## src/rtl/uart_pkg.sv

```systemverilog
// uart_pkg: shared types for the uart_tx arbiter and its benches
package uart_pkg;
  typedef enum logic [2:0] {IDLE, LAUNCH, WAIT_BUSY, WAIT_DONE, HOLD} arb_state_t;
  typedef struct packed {
    logic [7:0] data;
    logic       valid;
    logic       last;
  } uart_tx_req_t;
endpackage

```

## src/rtl/uart_rr_pick.sv

```systemverilog
// uart_rr_pick: combinational round-robin selector starting at ptr
module uart_rr_pick #(
  parameter int N = 4
) (
  input  logic [N-1:0]         req,
  input  logic [$clog2(N)-1:0] ptr,
  output logic [N-1:0]         grant,
  output logic                 found
);
  localparam int PW = $clog2(N);
  logic [PW-1:0] j;
  // walk from farthest to nearest so the requester closest to ptr wins
  always_comb begin
    grant = '0;
    j = '0;
    for (int i = N - 1; i >= 0; i--) begin
      j = PW'((int'(ptr) + i) % N);
      if (req[j]) begin
        grant = '0;
        grant[j] = 1'b1;
      end
    end
  end
  assign found = |req;
endmodule

```

## src/rtl/uart_tx_arbiter.sv

```systemverilog
// uart_tx_arbiter: round-robin per-message sharing of one uart_tx among NUM_REQ producers
module uart_tx_arbiter
  import uart_pkg::*;
#(
  parameter int DATA_WIDTH   = 8,
  parameter int NUM_REQ      = 4,
  parameter int LOCK_TIMEOUT = 4096
) (
  input  logic                          i_clk,
  input  logic                          i_rst,
  input  logic [NUM_REQ*DATA_WIDTH-1:0] i_req_data,
  input  logic [NUM_REQ-1:0]            i_req_valid,
  input  logic [NUM_REQ-1:0]            i_req_last,
  output logic [NUM_REQ-1:0]            o_req_ready,
  output logic [NUM_REQ-1:0]            o_grant,
  output logic                          o_lock_abort,
  output logic [DATA_WIDTH-1:0]         o_tx_din,
  output logic                          o_tx_valid,
  input  logic                          i_tx_busy
);
  localparam int PW = $clog2(NUM_REQ);
  localparam int CW = $clog2(LOCK_TIMEOUT + 1);
  arb_state_t state;
  logic [PW-1:0] ptr, g_idx, pick_idx, ptr_nxt;
  logic [CW-1:0] cnt;
  logic [NUM_REQ-1:0] pick;
  logic last_q, found, gv, timeout;
  uart_rr_pick #(.N(NUM_REQ)) u_pick (
    .req  (i_req_valid),
    .ptr  (ptr),
    .grant(pick),
    .found(found)
  );
  always_comb begin
    pick_idx = '0;
    for (int i = 0; i < NUM_REQ; i++) pick_idx = pick[i] ? PW'(i) : pick_idx;
  end
  assign gv = i_req_valid[g_idx];
  assign timeout = state == HOLD && !gv && cnt == CW'(LOCK_TIMEOUT);
  assign ptr_nxt = g_idx == PW'(NUM_REQ - 1) ? '0 : g_idx + 1'b1;
  assign o_tx_valid = state == LAUNCH;
  assign o_req_ready = o_tx_valid ? o_grant : '0;
  assign o_lock_abort = timeout;
  assign o_tx_din = |o_grant ? i_req_data[g_idx*DATA_WIDTH +: DATA_WIDTH] : '0;
  // IDLE also waits out a frame still in flight from before a reset
  always_ff @(posedge i_clk) begin
    if (i_rst) begin
      state   <= IDLE;
      ptr     <= '0;
      g_idx   <= '0;
      last_q  <= 1'b0;
      cnt     <= '0;
      o_grant <= '0;
    end else begin
      case (state)
        IDLE: if (!i_tx_busy && found) begin
          o_grant <= pick;
          g_idx   <= pick_idx;
          state   <= LAUNCH;
        end
        LAUNCH: begin
          last_q <= i_req_last[g_idx];
          state  <= WAIT_BUSY;
        end
        WAIT_BUSY: if (i_tx_busy) state <= WAIT_DONE;
        WAIT_DONE: if (!i_tx_busy) begin
          cnt <= '0;
          if (last_q) begin
            o_grant <= '0;
            ptr     <= ptr_nxt;
            state   <= IDLE;
          end else state <= gv ? LAUNCH : HOLD;
        end
        HOLD: if (gv) begin
          cnt   <= '0;
          state <= LAUNCH;
        end else if (timeout) begin
          o_grant <= '0;
          ptr     <= ptr_nxt;
          state   <= IDLE;
        end else cnt <= cnt + 1'b1;
        default: state <= IDLE;
      endcase
    end
  end
endmodule

```

## config.mk

```make
export PLATFORM = sky130hd
export DESIGN_NAME = uart_tx_arbiter
export DESIGN_NICKNAME = d
export VERILOG_FILES = /design/src/rtl/uart_pkg.sv /design/src/rtl/uart_rr_pick.sv /design/src/rtl/uart_tx_arbiter.sv
export SDC_FILE = /design/constraint.sdc
export NUM_CORES = 1
export LEC_CHECK = 0
export ABC_AREA = 1
export CAP_MARGIN = 10
export CORE_MARGIN = 2
export CORE_UTILIZATION = 31
export CTS_CLUSTER_SIZE = 25
export DETAILED_ROUTE_END_ITERATION = 7
export PLACE_DENSITY_LB_ADDON = 0.3
export SYNTH_ARGS = -nofsm -noshare
export SYNTH_HDL_FRONTEND = slang
export SYNTH_HIERARCHICAL = 1
export SYNTH_SLANG_ARGS = --single-unit
```

## constraint.sdc

```tcl
create_clock -name i_clk -period 1.7 [get_ports i_clk]
set_input_delay 0.255 -clock i_clk [delete_from_list [all_inputs] [get_ports i_clk]]
set_output_delay 0.255 -clock i_clk [all_outputs]
set_load 0.02 [all_outputs]
```

==> results of run 1 <==
==> per-stage QoR <==
stage,cells,TNS (ns)
floorplan,417,0
global placement,622,-5.56
detailed placement,622,-6.46
CTS,626,0
global route,630,-0.132
finish,630,0
==> cells in the mapped netlist <==
cell / number / area (µm²)
nand2_1: 108 / 405
nor2_1: 76 / 285
inv_1: 44 / 165
nand3_1: 41 / 205
a21oi_1: 29 / 145
o21ai_0: 27 / 135
dfxtp_1: 25 / 500
ha_1: 11 / 138
nand2_2: 9 / 56.3
clkbuf_1: 6 / 22.5
nand4_1: 6 / 37.5
clkinv_1: 4 / 15.0
inv_2: 4 / 15.0
nor2_2: 3 / 18.8
nor3_1: 3 / 15.0
a211oi_1: 2 / 15.0
buf_2: 2 / 10.0
nand2_4: 2 / 22.5
nand3_2: 2 / 20.0
nand3_4: 2 / 35.0
a21o_1: 1 / 7.51
a31oi_1: 1 / 6.26
buf_1: 1 / 3.75
buf_6: 1 / 11.3
nor4_1: 1 / 6.26
o2111ai_1: 1 / 8.76
o21bai_4: 1 / 18.8
o22ai_1: 1 / 6.26
or2_2: 1 / 6.26
or4_1: 1 / 7.51
xor2_1: 1 / 8.76
==> metal layers <==
metal,vias up,global-route usage,part of all wire
li1,1561,-,-
met1,1306,0.225,0.49
met2,64,0.273,0.45
met3,10,0.0299,0.048
met4,0,0.0467,0.016
met5,-,0,0
==> registers in the layout, indices dropped and copies added, names as in the netlist <==
name	cells
cnt	13
g_idx	2
last_q	1
o_grant	4
ptr	2
state	3
==> where the power goes <==
group	leakage, nW	internal (W)	switching (W)	total, W
Combinational	1.51	0.000719	0.000953	0.00167
Clock	0.0228	0.000168	0.000201	0.000370
Sequential	0.206	0.000650	0.0000488	0.000699
Total	1.74	0.00154	0.00120	0.00274
==> layout make-up <==
type / count / area [µm²]
fillers: 798 / 3660
flip-flops and latches: 25 / 514
multi-input cells: 331 / 1730
clock buffers: 4 / 45.0
repair buffers: 119 / 1030
inverters: 52 / 198
well taps: 99 / 124
==> repair_timing <==
item | in CTS | in global routing
cloned | 0 | 1
setup endpoints to repair | 21 | 36
resized for setup | 65 | 46
pin swaps | 1 | 9
buffers inserted | 0 | 3
==> kinds of logic after synthesis <==
kind of cell    count (synthesis)  share of synthesized area
buf+inv                        62                      0.103
flops                          25                      0.213
compound gates                 63                      0.146
simple gates                  255                      0.476
fa+ha+maj                      11                     0.0585
xor+xnor                        1                    0.00372
==> worst max-delay path, cell delays in order (launching register included) <==
cell and delay (ns):
dfxtp_1 0.35, buf_4 0.14, clkdlybuf4s50_1 0.60
==> how the worst min path moves through the flow <==
stage                    start          to  slack [ns]  depth (start not counted)
floorplan              cnt[11]     cnt[11]        0.45                          2
global placement        last_q      last_q        0.53                          4
detailed placement      last_q      last_q        0.55                          4
CTS                 o_grant[1]  o_grant[1]        0.56                          2
global route        o_grant[1]  o_grant[1]        0.60                          2
finish              o_grant[1]  o_grant[1]        0.55                          2
==> impl_results.md, run 1 <==
* Outcome: completed
* Worst hold-check slack at around 0.55 ns
* Area of placed instances at about 3500 µm²
* Initial antenna violation count at 0
* Post-Syn Area per Cell at between 5 and 6 µm²
* Pwr Total at 0.00274 W
* Remaining routing DRC violations at 0
* Final setup skew at about 0.0025 ns
* Warnings, synthesis at 6
* Fraction of layout cells with a size suffix above 1 at 0.254
* Clk_lat worst skew at approximately 0.27 ns
* Crit path from: o_grant[2]
* Path type of the worst setup path: flop to primary output
* Core box area at 7290 µm²
* Post-layout min period at about 1.6 ns
* GP Congestion at approximately 0.85
* Die outline height at approximately 90 µm
* Area growth from synthesis to final layout at 54.5%
* Beginning of the worst register-to-register path: ptr[0]
* Most common cell after layout, fill and taps aside: nand2_1
* CTS Sinks at 25
* R2R Path End: g_idx[0]
* Level count of the clock H-tree at 1
* Initial detailed-routing violation count at 139
* Register clock-pin slew on the reported worst setup and hold paths at about 0.090 ns
* Final antenna diode count at 0
* Die width at ~91 µm
* Power per standard cell area at between 700 and 800 nW/µm²
* Via-to-Cell Ratio at 4.67
* Worst reg2reg setup slack at 0.09 ns
* Leading cell types in the layout, fill and taps excluded: nand2_1, nor2_1, buf_4
* Clk Tree Root Cell: clkbuf_8
* Number of pins exceeding their max-slew limit in the final report at 0
* Startpoint type of the worst setup path: flop
* Post-layout worst setup margin at between 0.08 and 0.09 ns
* Post-route design area at between 3000 and 4000 µm²
* Instance count of the mapped netlist at 417
* Distinct cell type count of the synthesized netlist at 31
* Max Clk Rate at about 620 MHz
* Post-Route WL at ~7000 µm
* RSZ-0062 raised after global routing: true
* Critical Path End Type: primary output
* Worst slack, placed at -0.428 ns
* Seq/Total Area, Yosys at 0.213
* Wire length of the first global-routing pass at about 12000 µm
* Cell row count at 31
* Hold Buf Count CTS at 0
* DP Wirelength at between 5000 and 6000 µm
* Static Leak at around 1.7 nW
* TritonCTS clock tree: done
* Remaining global-route overflow at 0
* Routed length per instance at around 11 µm
* Reg2reg path depth at 13
* Number of failing hold endpoints at the final stage at 0
* Setup violators final at 0
* Worst Tran Pin Value at 0.331 ns
* Number of placed I/O pins at 61
* Worst hold path class: flop to flop
* Number of detailed-routing iterations run before antenna repair at 4
* Number of routed nets with antenna violations at 0
* Pin count of the biggest net entering global routing at 20
* Worst-case vdd ir drop at 0.000478 V
* Critical Path Fanout Max at 3
* Port buffer count at 60
* Fraction of the core area covered by cells at the end of the flow at 0.499
* Crit path capture: o_grant[2]
* Total vias in the final route at a little under 3k
* Number of max-capacitance violations reported at 0
* Worst path required time at between 1 and 1.5 ns
* Number of nets in the finished design at between 500 and 600
* Cell area after technology mapping at 2350 µm²
* Total CTS buffers at 3
* CP Data Arrival Time at ~1.4 ns
* Worst slew margin at 0.778
* Post-synthesis register bit count at 25
* Clock tree buffer depth at 2
* Total routing resource utilization after global routing at 0.167
* Net count after synthesis at roughly 470
* DIE AREA at between 8000 and 9000 µm²
* Vias in the first global route at around 2.8k
* Share of the clock period used by the worst path at 0.951
* Starting density of the core at 0.323
(Power assumes the default switching activity.)
==> run 2: changes to the inputs <==
Settings changed: CTS_BUF_LIST from default to sky130_fd_sc_hd__clkbuf_8.
==> impl_results.md, run 2 (same netlist as run 1, synthesis figures left out) <==
* Number of nets in the finished design at 586 (unchanged)
* Final antenna diode count at 0 (unchanged)
* Total area of sequential cells at 514 µm² (unchanged)
* GP Congestion at 0.848 (unchanged)
* Port buffer count at 60 (unchanged)
* Pwr Total at 0.00273 W (-0.29%)
* Fraction of layout cells with a size suffix above 1 at 0.254 (unchanged)
* Post-layout worst setup margin at 0.0859 ns (+0.00193 ns)
* Leading cell types in the layout, fill and taps excluded: nand2_1, nor2_1, buf_4
* Register clock-pin slew on the reported worst setup and hold paths at 0.09 ns (about the same)
* Core box area at 7290 µm² (unchanged)
* TritonCTS clock tree: done
* Starting density of the core at 0.323 (unchanged)
* Clk_lat worst skew at 0.27 ns (about the same)
* Vias in the first global route at 2751 (unchanged)
* Static Leak at 1.74 nW (+0.24%)
* Worst hold path class: flop to flop
* DP Wirelength at 5450 µm (unchanged)
* DIE AREA at 8300 µm² (unchanged)
* Worst-case vdd ir drop at 0.000478 V (about the same)
* Cell row count at 31 (unchanged)
* Most common cell after layout, fill and taps aside: nand2_1
* Post-Route WL at 7050 µm (-0.55%)
* RSZ-0062 raised after global routing: true
* Number of placed I/O pins at 61 (unchanged)
* Remaining global-route overflow at 0 (unchanged)
* Setup violators final at 0 (unchanged)
* Worst slack, placed at -0.428 ns (unchanged)
* Path type of the worst setup path: flop to primary output
* Number of routed nets with antenna violations at 0 (unchanged)
* Number of detailed-routing iterations run before antenna repair at 6 (+2)
* Post-route design area at 3640 µm² (unchanged)
* Number of failing hold endpoints at the final stage at 0 (unchanged)
* Wire length of the first global-routing pass at 11800 µm (unchanged)
* Post-layout min period at 1.61 ns (-0.00193 ns)
* Total routing resource utilization after global routing at 0.167 (unchanged)
* Total vias in the final route at 2946 (+0.17%)
* Fraction of the core area covered by cells at the end of the flow at 0.499 (unchanged)
* Worst hold-check slack at 0.553 ns (+0.000272 ns)
* Initial antenna violation count at 0 (unchanged)
* Critical Path Fanout Max at 3 (unchanged)
* Die outline height at 91.1 µm (unchanged)
* Biggest regs: cnt: 13 flops, o_grant: 4 flops, state: 3 flops
* Remaining routing DRC violations at 0 (unchanged)
* Flip-flop count of the largest register after layout at 13 (unchanged)
* Level count of the clock H-tree at 1 (unchanged)
* Via-to-Cell Ratio at 4.68 (+0.17%)
* Final setup skew at 0.00485 ns (+0.00236 ns)
* Clk Tree Root Cell: clkbuf_8
* Multi-input logic area at 1730 µm² (unchanged)
* CTS Sinks at 25 (unchanged)
* Area of placed instances at 3460 µm² (unchanged)
* Pin count of the biggest net entering global routing at 20 (unchanged)
* Filler Cell Count at 798 (unchanged)
* Power per standard cell area at 752 nW/µm² (-0.29%)
* Max Clk Rate at 620 MHz (+0.12%)
* Register with the highest flop count: cnt
* Routed length per instance at 11.2 µm (-0.55%)
* Number of pins exceeding their max-slew limit in the final report at 0 (unchanged)
* Number of max-capacitance violations reported at 0 (unchanged)
* Die width at 91.1 µm (unchanged)
* CP Data Arrival Time at 1.36 ns (about the same)
* Total CTS buffers at 3 (unchanged)
* Worst slew margin at 0.780 (+0.00230)
* Worst path required time at 1.44 ns (about the same)
* Clock tree buffer depth at 2 (unchanged)
* Outcome: completed
* Share of the clock period used by the worst path at 0.949 (-0.00114)
* Startpoint type of the worst setup path: flop
* Initial detailed-routing violation count at 137 (-1.4%)
* Worst Tran Pin Value at 0.328 ns (-0.00343 ns)
* Area growth from synthesis to final layout at 54.5% (unchanged)
* Critical Path End Type: primary output
-- run 2: changes by cell type in the layout (fill, tap and decap cells not counted), sizes merged --
cell	change
clkbuf	-1
inv	+1
-- run 2: metrics by stage --
step                std cells  setup TNS, ns
floorplan                 417              0
global placement          622          -5.56
detailed placement        622          -6.46
CTS                       626              0
global route              630         -0.132
finish                    630              0
-- run 2: report_power, final --
| group | leakage, nW | internal, W | total, W | switching (W) |
|---|---|---|---|---|
| Clock | 0.0269 | 0.000162 | 0.000363 | 0.000201 |
| Combinational | 1.51 | 0.000719 | 0.00167 | 0.000953 |
| Sequential | 0.206 | 0.000650 | 0.000699 | 0.0000486 |
| Total | 1.74 | 0.00153 | 0.00273 | 0.00120 |
-- run 2: worst paths after layout --
path	startpoint	endpoint	slack [ns]	cells after the start
setup / recovery	o_grant[2]	o_grant[2]	0.09	2
hold / removal	o_grant[1]	o_grant[1]	0.55	2
setup reg to reg	ptr[0]	g_idx[0]	0.09	13
hold reg to reg	o_grant[1]	o_grant[1]	0.55	2
-- run 2: metal layers --
metal / vias up / share of wire / track usage
met3: 10 / 0.047 / 0.0299
met2: 57 / 0.45 / 0.273
li1: 1563 / - / -
met4: 0 / 0.017 / 0.0467
met5: - / 0 / 0
met1: 1316 / 0.49 / 0.225
-- run 2: final cells by class --
cell class                      instances  area share
Tap cell                               99      0.0341
Sequential cell                        25       0.141
Multi-Input combinational cell        331       0.475
Clock buffer                            3      0.0114
Clock inverter                          1     0.00103
Timing Repair Buffer                  119       0.283
Inverter                               52      0.0544
-- run 2: worst max-delay path: stages, from the launching register on --
cell             delay, ns
dfxtp_1               0.35
buf_4                 0.14
clkdlybuf4s50_1       0.60
-- run 2: repair_timing --
action	CTS	global route
cloned	0	1
buffers inserted	0	3
hold buffers	0	0
endpoints found under the setup margin	21	36
pin swaps	1	9
resized for setup	65	46
==> run 3: changes to the inputs <==
Settings changed: ABC_AREA 1 to default.
==> impl_results.md, run 3 <==
* Total vias in the final route at 2325 (-21%)
* Max Clk Rate at 464 MHz (-25%)
* Number of placed I/O pins at 61 (unchanged)
* Fraction of synthesized area in multiplexers at 0.220 (+0.220)
* Worst Tran Pin Value at 0.622 ns (+0.294 ns)
* Area fraction in and, or, nand and nor cells after synthesis at 0.263 (-0.214)
* Post-layout min period at 2.15 ns (+0.539 ns)
* CP Data Arrival Time at 1.90 ns (+0.54 ns)
* Number of failing hold endpoints at the final stage at 0 (unchanged)
* Warnings, synthesis at 6 (unchanged)
* Post-synthesis adder-cell area fraction at 0.0663 (+0.00779)
* Worst hold-check slack at 0.539 ns (-0.0143 ns)
* Area fraction of the dominant cell type after synthesis at 0.241 (+0.0283)
* RSZ-0062 raised after global routing: true
* Register with the highest flop count: cnt
* Number of max-capacitance violations reported at 0 (unchanged)
* Path type of the worst setup path: flop to primary output
* Via-to-Cell Ratio at 5.09 (+8.8%)
* Port buffer count at 60 (unchanged)
* Xor/xnor cell area share of the yosys netlist at 0.0295 (+0.0258)
* Biggest area contributors in the synthesized netlist: dfxtp_1, mux4_2, ha_1, mux2i_1, nand2_1
* Number of nets in the finished design at 435 (-26%)
* Vias in the first global route at 2304 (-16%)
* Post-synthesis register bit count at 25 (unchanged)
* Power per standard cell area at 668 nW/µm² (-11%)
* Number of instances on the worst hold path at 2 (unchanged)
* Instance count of the mapped netlist at 233 (-44%)
* Seq/Total Area, Yosys at 0.241 (+0.0283)
* Routed length per instance at 15.5 µm (+39%)
* Final setup skew at 0.00301 ns (-0.00183 ns)
* Number of detailed-routing iterations run before antenna repair at 4 (-2)
* Synth area leader: dfxtp_1
* DIE AREA at 7370 µm² (-11%)
* Worst slack, placed at -0.750 ns (-0.322 ns)
* Post-Syn Area per Cell at 8.91 µm² (+58%)
* Clk Tree Root Cell: clkbuf_8
* Final antenna diode count at 0 (unchanged)
* Async set or reset register ratio after synthesis at 0 (unchanged)
* Net count after synthesis at 287 (-39%)
* Worst-case vdd ir drop at 0.000349 V (-27%)
* Min-delay src: cnt[10]
* Level count of the clock H-tree at 1 (unchanged)
* Setup TNS at -6.99 ns (-6.99 ns)
* Pin count of the biggest net entering global routing at 14 (-30%)
* Biggest regs: cnt: 13 flops, o_grant: 4 flops, state: 3 flops
* Worst hold path class: flop to flop
* Crit path from: cnt[1]
* Top cells by count, synth: nand2_1, dfxtp_1, nor2_1
* Critical Path End Type: primary output
* Initial detailed-routing violation count at 119 (-13%)
* Crit path capture: o_lock_abort
* Total CTS buffers at 3 (unchanged)
* Distinct cell type count of the synthesized netlist at 46 (+48%)
* Worst path required time at 1.44 ns (about the same)
* Wire length of the first global-routing pass at 11200 µm (-5.0%)
* Remaining global-route overflow at 0 (unchanged)
* Core box area at 6420 µm² (-12%)
* Outcome: finished, violations left
* Worst slew margin at 0.582 (-0.198)
* Remaining routing DRC violations at 0 (unchanged)
* Total routing resource utilization after global routing at 0.188 (+0.0215)
* Post-layout worst setup margin at -0.453 ns (-0.539 ns)
* Initial antenna violation count at 0 (unchanged)
* Clock tree buffer depth at 2 (unchanged)
* Die outline height at 85.9 µm (-5.8%)
* Register clock-pin slew on the reported worst setup and hold paths at 0.09 ns (about the same)
* Flip-flop count of the largest register after layout at 13 (unchanged)
* Share of the clock period used by the worst path at 1.27 (+0.317)
* Cell row count at 29 (-6.5%)
* Die width at 85.9 µm (-5.8%)
* Violations in the final reports: negative setup slack
* Most instantiated flip-flop cell in the synthesis netlist: dfxtp_1
* Fraction of layout cells with a size suffix above 1 at 0.492 (+0.238)
* Leading cell types in the layout, fill and taps excluded: buf_4, clkdlybuf4s50_1, nand2_1
* DP Wirelength at 5060 µm (-7.3%)
* Reg2reg path depth at 5 (-8)
* Most used standard cell by instance count after synthesis: nand2_1
* Combinational family with the most area after synthesis: simple AND/OR/NAND/NOR gates
* Startpoint type of the worst setup path: flop
* R2R Path End: ptr[0]
* CTS Sinks at 25 (unchanged)
* Beginning of the worst register-to-register path: cnt[2]
* Post-Route WL at 7100 µm (+0.84%)
* Number of pins exceeding their max-slew limit in the final report at 0 (unchanged)
* Static Leak at 1.57 nW (-10%)
* Number of routed nets with antenna violations at 0 (unchanged)
* Starting density of the core at 0.323 (+0.000645)
* Area growth from synthesis to final layout at 84.3%
* Most common cell after layout, fill and taps aside: buf_4
* Setup violators final at 32 (+32)
* GP Congestion at 0.832 (-1.9%)
* Synth Area in Compound Gates at 0.134 (-0.0113)
* Critical Path Fanout Max at 2 (-1)
* Number of synthesized flops with an enable pin at 0 (unchanged)
* TritonCTS clock tree: done
* Cell area after technology mapping at 2080 µm² (-12%)
* Worst reg2reg setup slack at -0.43 ns (-0.52 ns)
* Clk_lat worst skew at 0.28 ns (about the same)
## run 3: cell types whose count changed after synthesis, moves of 19 or more
cell | previous run | this run
o21ai_0 | 27 | 8
a21oi_1 | 29 | 9
nand2_1 | 108 | 29
inv_1 | 44 | 10
nand3_1 | 41 | 3
nor2_1 | 76 | 16
## run 3: metal layers
layer | vias up | global-route usage | share of wire
met5 | - | 0 | 0
met4 | 0 | 0.0505 | 0.017
met3 | 13 | 0.0241 | 0.020
met2 | 47 | 0.321 | 0.52
met1 | 1113 | 0.252 | 0.44
li1 | 1152 | - | -
## run 3: metrics by stage
step / power [W] / instance area (µm²) / util / cells
finish: 0.00256 / 3830 / 0.596 / 457
global route: 0.00270 / 3830 / 0.596 / 457
CTS: 0.00233 / 3530 / 0.549 / 446
detailed placement: 0.00191 / 3250 / 0.506 / 428
global placement: 0.00190 / 3250 / 0.506 / 428
floorplan: 0.00133 / 2100 / - / 233
## run 3: worst min-delay path by stage
stage	slack, ns	to
2_1_floorplan	0.43	state[1]
3_3_place_gp	0.49	cnt[10]
3_5_place_dp	0.51	cnt[10]
4_1_cts	0.54	cnt[10]
5_1_grt	0.56	cnt[10]
6_report	0.54	cnt[10]
## run 3: final cells by class
class / count / area (µm²)
inverters: 10 / 42.5
fillers: 533 / 2590
multi-input cells: 187 / 1780
clock buffers: 3 / 41.3
repair buffers: 154 / 1350
flip-flops and latches: 25 / 515
well taps: 77 / 96.3
clock inverters: 1 / 3.75
## run 3: critical path, stage by stage, from the launching register on
cell     delay [ns]
dfxtp_2        0.33
inv_2          0.05
ha_1           0.12
or4b_4         0.45
or3_4          0.36
nor3_4         0.16
buf_6          0.14
## run 3: repair_timing
item | 4_1_cts | 5_1_grt
setup buffers | 13 | 12
setup endpoints to repair | 37 | 36
pin swaps | 19 | 10
hold buffers | 0 | 0
resized for setup | 113 | 56
cloned | 1 | 0
## run 3: report_power, final
part           total (W)  switching [W]  internal (W)
combinational    0.00152       0.000686      0.000837
sequential      0.000670      0.0000354      0.000634
clock           0.000364       0.000202      0.000162
total            0.00256       0.000923       0.00163
## run 3: cells by family after synthesis
logic type	after synthesis
XOR/XNOR	7
buffers and inverters	21
AND/OR/NAND/NOR	100
adder cells (fa/ha/maj)	11
multiplexers	28
flip-flops	25
AO/OA/AOI/OAI	41
